## src/rtl/regfile_mp.sv

```systemverilog
// Multi-ported register file: two write ports, NUM_RD combinational read ports with
// write-through bypass, a pending-producer scoreboard and a post-reset clearing sweep.
module regfile_mp #(
  parameter int unsigned DATA_W = 32,
  parameter int unsigned ADDR_W = 5,
  parameter int unsigned NUM_RD = 2
) (
  input  logic                     clk,
  input  logic                     rst,
  input  logic                     we0,
  input  logic                     we1,
  input  logic [ADDR_W-1:0]        waddr0,
  input  logic [ADDR_W-1:0]        waddr1,
  input  logic [DATA_W-1:0]        wdata0,
  input  logic [DATA_W-1:0]        wdata1,
  input  logic [NUM_RD-1:0]        re,
  input  logic [NUM_RD*ADDR_W-1:0] raddr,
  output logic [NUM_RD*DATA_W-1:0] rdata,
  output logic [NUM_RD-1:0]        rbusy,
  input  logic                     resv_en,
  input  logic [ADDR_W-1:0]        resv_addr,
  output logic                     init_done
);

  localparam int unsigned DEPTH = 2 ** ADDR_W;

  typedef enum logic {StClear, StReady} state_e;

  state_e              state_q, state_d;
  logic [ADDR_W-1:0]   cnt_q, cnt_d;
  logic [DEPTH-1:0]    pend_q, pend_d;
  logic [DATA_W-1:0]   regs [DEPTH];

  logic ready;
  logic wr0, wr1, rsv;

  assign ready     = (state_q == StReady);
  assign init_done = ready;

  // Address 0 is hard-wired zero; a same-address pair keeps only port 1.
  assign wr1 = ready & we1 & (waddr1 != '0);
  assign wr0 = ready & we0 & (waddr0 != '0) & ~(wr1 & (waddr1 == waddr0));
  assign rsv = ready & resv_en & (resv_addr != '0);

  always_comb begin
    state_d = state_q;
    cnt_d   = cnt_q;
    pend_d  = pend_q;
    unique case (state_q)
      StClear: begin
        cnt_d = cnt_q + ADDR_W'(1);
        if (&cnt_q) state_d = StReady;
      end
      StReady: begin
        if (wr0) pend_d[waddr0] = 1'b0;
        if (wr1) pend_d[waddr1] = 1'b0;
        // Set after the clears so a new producer wins over a retiring one.
        if (rsv) pend_d[resv_addr] = 1'b1;
      end
    endcase
  end

  always_ff @(posedge clk) begin
    if (rst) begin
      state_q <= StClear;
      cnt_q   <= '0;
      pend_q  <= '0;
    end else begin
      state_q <= state_d;
      cnt_q   <= cnt_d;
      pend_q  <= pend_d;
    end
  end

  always_ff @(posedge clk) begin
    if (!rst) begin
      if (state_q == StClear) begin
        regs[cnt_q] <= '0;
      end else begin
        if (wr0) regs[waddr0] <= wdata0;
        if (wr1) regs[waddr1] <= wdata1;
      end
    end
  end

  for (genvar g = 0; g < NUM_RD; g++) begin : g_rd
    logic [ADDR_W-1:0] ra;
    logic              en, hit0, hit1;

    assign ra   = raddr[g*ADDR_W +: ADDR_W];
    assign en   = ready & re[g] & (ra != '0);
    assign hit1 = we1 & (waddr1 == ra);
    assign hit0 = we0 & (waddr0 == ra);

    assign rdata[g*DATA_W +: DATA_W] = !en  ? '0     :
                                       hit1 ? wdata1 :
                                       hit0 ? wdata0 : regs[ra];
    assign rbusy[g] = en & pend_q[ra] & ~hit1 & ~hit0;
  end

endmodule

```

## config.mk

```make
export PLATFORM = sky130hd
export DESIGN_NAME = regfile_mp
export DESIGN_NICKNAME = d
export VERILOG_FILES = /design/src/rtl/regfile_mp.sv
export SDC_FILE = /design/constraint.sdc
export NUM_CORES = 2
export LEC_CHECK = 0
export BUFFER_PORTS_ARGS = -buffer_cell sky130_fd_sc_hd__buf_2
export CAP_MARGIN = 5
export CELL_PAD_IN_SITES_DETAIL_PLACEMENT = 1
export CELL_PAD_IN_SITES_GLOBAL_PLACEMENT = 1
export CORE_ASPECT_RATIO = 0.5
export CORE_UTILIZATION = 35
export DETAILED_ROUTE_END_ITERATION = 16
export PLACE_DENSITY = 0.6
export SLEW_MARGIN = 25
export SYNTH_ARGS = -nofsm -noshare
export SYNTH_HDL_FRONTEND = slang
export SYNTH_SLANG_ARGS = --single-unit
```

## constraint.sdc

```tcl
create_clock -name clk -period 4 [get_ports clk]
set_input_delay 0.6 -clock clk [delete_from_list [all_inputs] [get_ports clk]]
set_output_delay 0.6 -clock clk [all_outputs]
set_load 0.01 [all_outputs]
```

==> impl_metrics.tcl <==
set metrics [dict create \
    gr-usage-all-layers 0.321 \
    period_minus_slack_ps 4020 \
    relSlewSlack 0.284 \
    criticalPathCategory "input port to output pin" \
    layout_commonest_cell "nand2_1" \
    r2r_slack_ps 660 \
    startpoint_type "input port" \
    ys.flop_type "edfxtp_1" \
    clockBufferDepth 3 \
    crit_end "rdata[33]" \
    area_growth_syn_to_layout_pct 14.5 \
    num_vias 51800 \
    ir_drop_mv 0.335 \
    final_area_um2 71500 \
    cp-end-kind "output pin" \
    dp_hpwl_um 179000 \
    p_sw_frac 0.249 \
    num-nets-final 5361 \
    p_comb_frac 0.084 \
    worstPathArrival_ps 3420 \
    ys_ff_latch 1062 \
    violations "negative setup slack" \
    cts_tree "done" \
    grt_setup_unrepaired "false" \
    cpMaxStageDelayCell "o221ai_1" \
    worst_pin_slew_ps 1040 \
    fmax_mhz 248 \
    synthesis.instances 5327 \
    setup_ws_ps -24.9 \
    power_frac_seq 0.481 \
    hold_class "input port to flop" \
    finalSetupViolations 1 \
    crit_chain "buf_8 -> buf_12 -> nor2_1 -> a31oi_1 -> nand3_2 -> o221ai_1 -> buf_4 -> buf_2" \
    gp_congestion 0.920 \
    clk_latency_ps 780 \
    pin_count 163 \
    fin_skew_ps 25.4 \
    wl_met3_um 37800 \
    grt_antenna_before_repair 13 \
    grt_pass1_wl_um 406000 \
    viasPerCell 6.69 \
    num_rows 109 \
    period_share 1.01 \
    syn-num-nets 5425 \
    start_util 0.353 \
    final_util 0.404 \
    drt_iter0_drc 7940 \
    cp-startpoint "raddr[6]" \
    die_y_um 301 \
    synth_top_cell_by_area "edfxtp_1" \
    layout_common_cells "nand2_1, edfxtp_1, o21ai_0" \
    synth.avg_cell_area_um2 11.7 \
    power-per-cell-area_nw_per_um2 355 \
    synth_enable_flop_cells 1024 \
    worstPathMaxFanout 37 \
    status "finished with violations" \
    die-width_um 599 \
    finalHoldViolations 0 \
    r2r-end "regs[27][29]" \
    dp_cells 7537 \
    dr.max_layer_used "met5" \
    ys_types 79 \
    drive_gt1_frac 0.244 \
    grt_max_degree 66 \
    io_buffers 162 \
    cts.sinks 1062 \
    intPower_mw 19.0 \
    fin_hold_ws_ps 120 \
    routedWlPerCell_um 37.7 \
    core-area_um2 177000 \
    hold_depth 2 \
    synth-async-reset-ratio 0 \
    synth.area.top_cells "edfxtp_1, mux4_2, nand2_1" \
    synth_area_um2 62400 \
    grt_pass1_vias 51200 \
    p_clk_frac 0.435 \
    numCtsBuffers 110 \
    ctsRootBufferMaster "clkbuf_16" \
    reg2reg_depth 6 \
    drv_slew 0 \
    slowest_delay_ps 780 \
    route.antenna.remaining_nets 0 \
    wl_met1_um 113000 \
    drc 0 \
    dpl-instance-area_um2 67800 \
    wirelength_um 292000 \
    p_leak_nw 20.4 \
    met2WireLength_um 127000 \
    required_ps 3400 \
    drtPass1Iterations 6 \
    ys_seq_area_frac 0.505 \
    clk_pin_slew_ps 60 \
    htree_levels 3 \
    yosysWarningCount 0 \
    overflow 0 \
    synth_top_area_frac 0.493 \
    stdcell_count 7742 \
    max_cap_viol_count 0 \
    dieArea_um2 180000 \
    cts_hold_buf 0 \
    r2r_start "init_done" \
    p_sw_mw 6.32 \
]
power groups by stage:
stage	sequential, mW	combinational, mW	clock [mW]
floorplan	12.4	1.22	0
global placement	12.4	2.04	0
detailed placement	12.4	2.07	0
CTS	12.2	2.08	11.0
global route	12.2	2.17	11.4
finish	12.2	2.13	11.0
worst max-delay path: cells and delay by family:
kind,cells,cell delay [ps]
AOI/OAI and AO/OA,2,1070
buffers and inverters,4,1030
and+or+nand+nor,2,670
synthesized netlist by cell type (13+ instances only):
cell,instances
a211o_1,17
a211oi_1,18
a211oi_2,33
a21oi_1,44
a31oi_1,13
a32oi_1,33
buf_1,56
buf_2,192
buf_4,42
buf_6,31
clkbuf_1,346
dfxtp_1,38
edfxtp_1,1024
inv_1,42
mux2i_1,47
mux4_2,515
nand2_1,1139
nand2b_1,47
nand3_1,21
nor2_1,30
nor2b_1,41
o21ai_0,764
o21ai_1,264
o221ai_1,38
o22ai_1,237
o311ai_0,17
o31ai_1,19
or4_1,46
xnor2_1,13
xor2_1,15
worst min path at each step:
stage,from,to,slack [ps]
floorplan,pend_q[0],pend_q[0],450
global placement,pend_q[0],pend_q[0],480
detailed placement,pend_q[0],pend_q[0],490
CTS,rst,cnt_q[2],70
global route,rst,cnt_q[2],100
finish,rst,cnt_q[2],120
sequential cells by signal, summed over array words and instances, names as in the netlist:
name,cells
regs,1024
cnt_q,5
pend_q,32
init_done,1
cell families after synthesis:
group,after synthesis,share of synthesized area
compound gates,1543,0.144
buf+inv,722,0.0558
xor+xnor,28,0.00393
fa+ha+maj,2,0.000401
flops,1062,0.505
mux,569,0.195
simple gates,1401,0.0957
routing by layer:
layer | GRT usage | vias up
met1 | 0.435 | 26900
met2 | 0.482 | 3744
li1 | - | 20300
met5 | 0 | -
met3 | 0.0933 | 763
met4 | 0.134 | 6
what timing repair did:
action,in CTS,in global routing
hold endpoints to repair,0,0
setup endpoints to repair,2,1
setup buffers,0,0
gates cloned,0,0
gates resized for setup,3,1
through the flow:
stage	worst slack (ps)	power [mW]	TNS (ps)
4_1_cts	32.3	25.3	0
6_report	-24.9	25.3	-24.9
3_3_place_gp	-185	14.5	-185
2_1_floorplan	-55.0	13.6	-6520
3_5_place_dp	-208	14.5	-233
5_1_grt	20.3	25.8	0
layout make-up:
cell class / count / area (um2)
Antenna cell: 4 / 10.0
Clock buffer: 132 / 2880
Clock inverter: 69 / 778
Fill cell: 18600 / 105000
Inverter: 42 / 158
Multi-Input combinational cell: 3543 / 28400
Sequential cell: 1062 / 31500
Tap cell: 2386 / 2990
Timing Repair Buffer: 504 / 4750
Power figures use the tool's default switching activity.
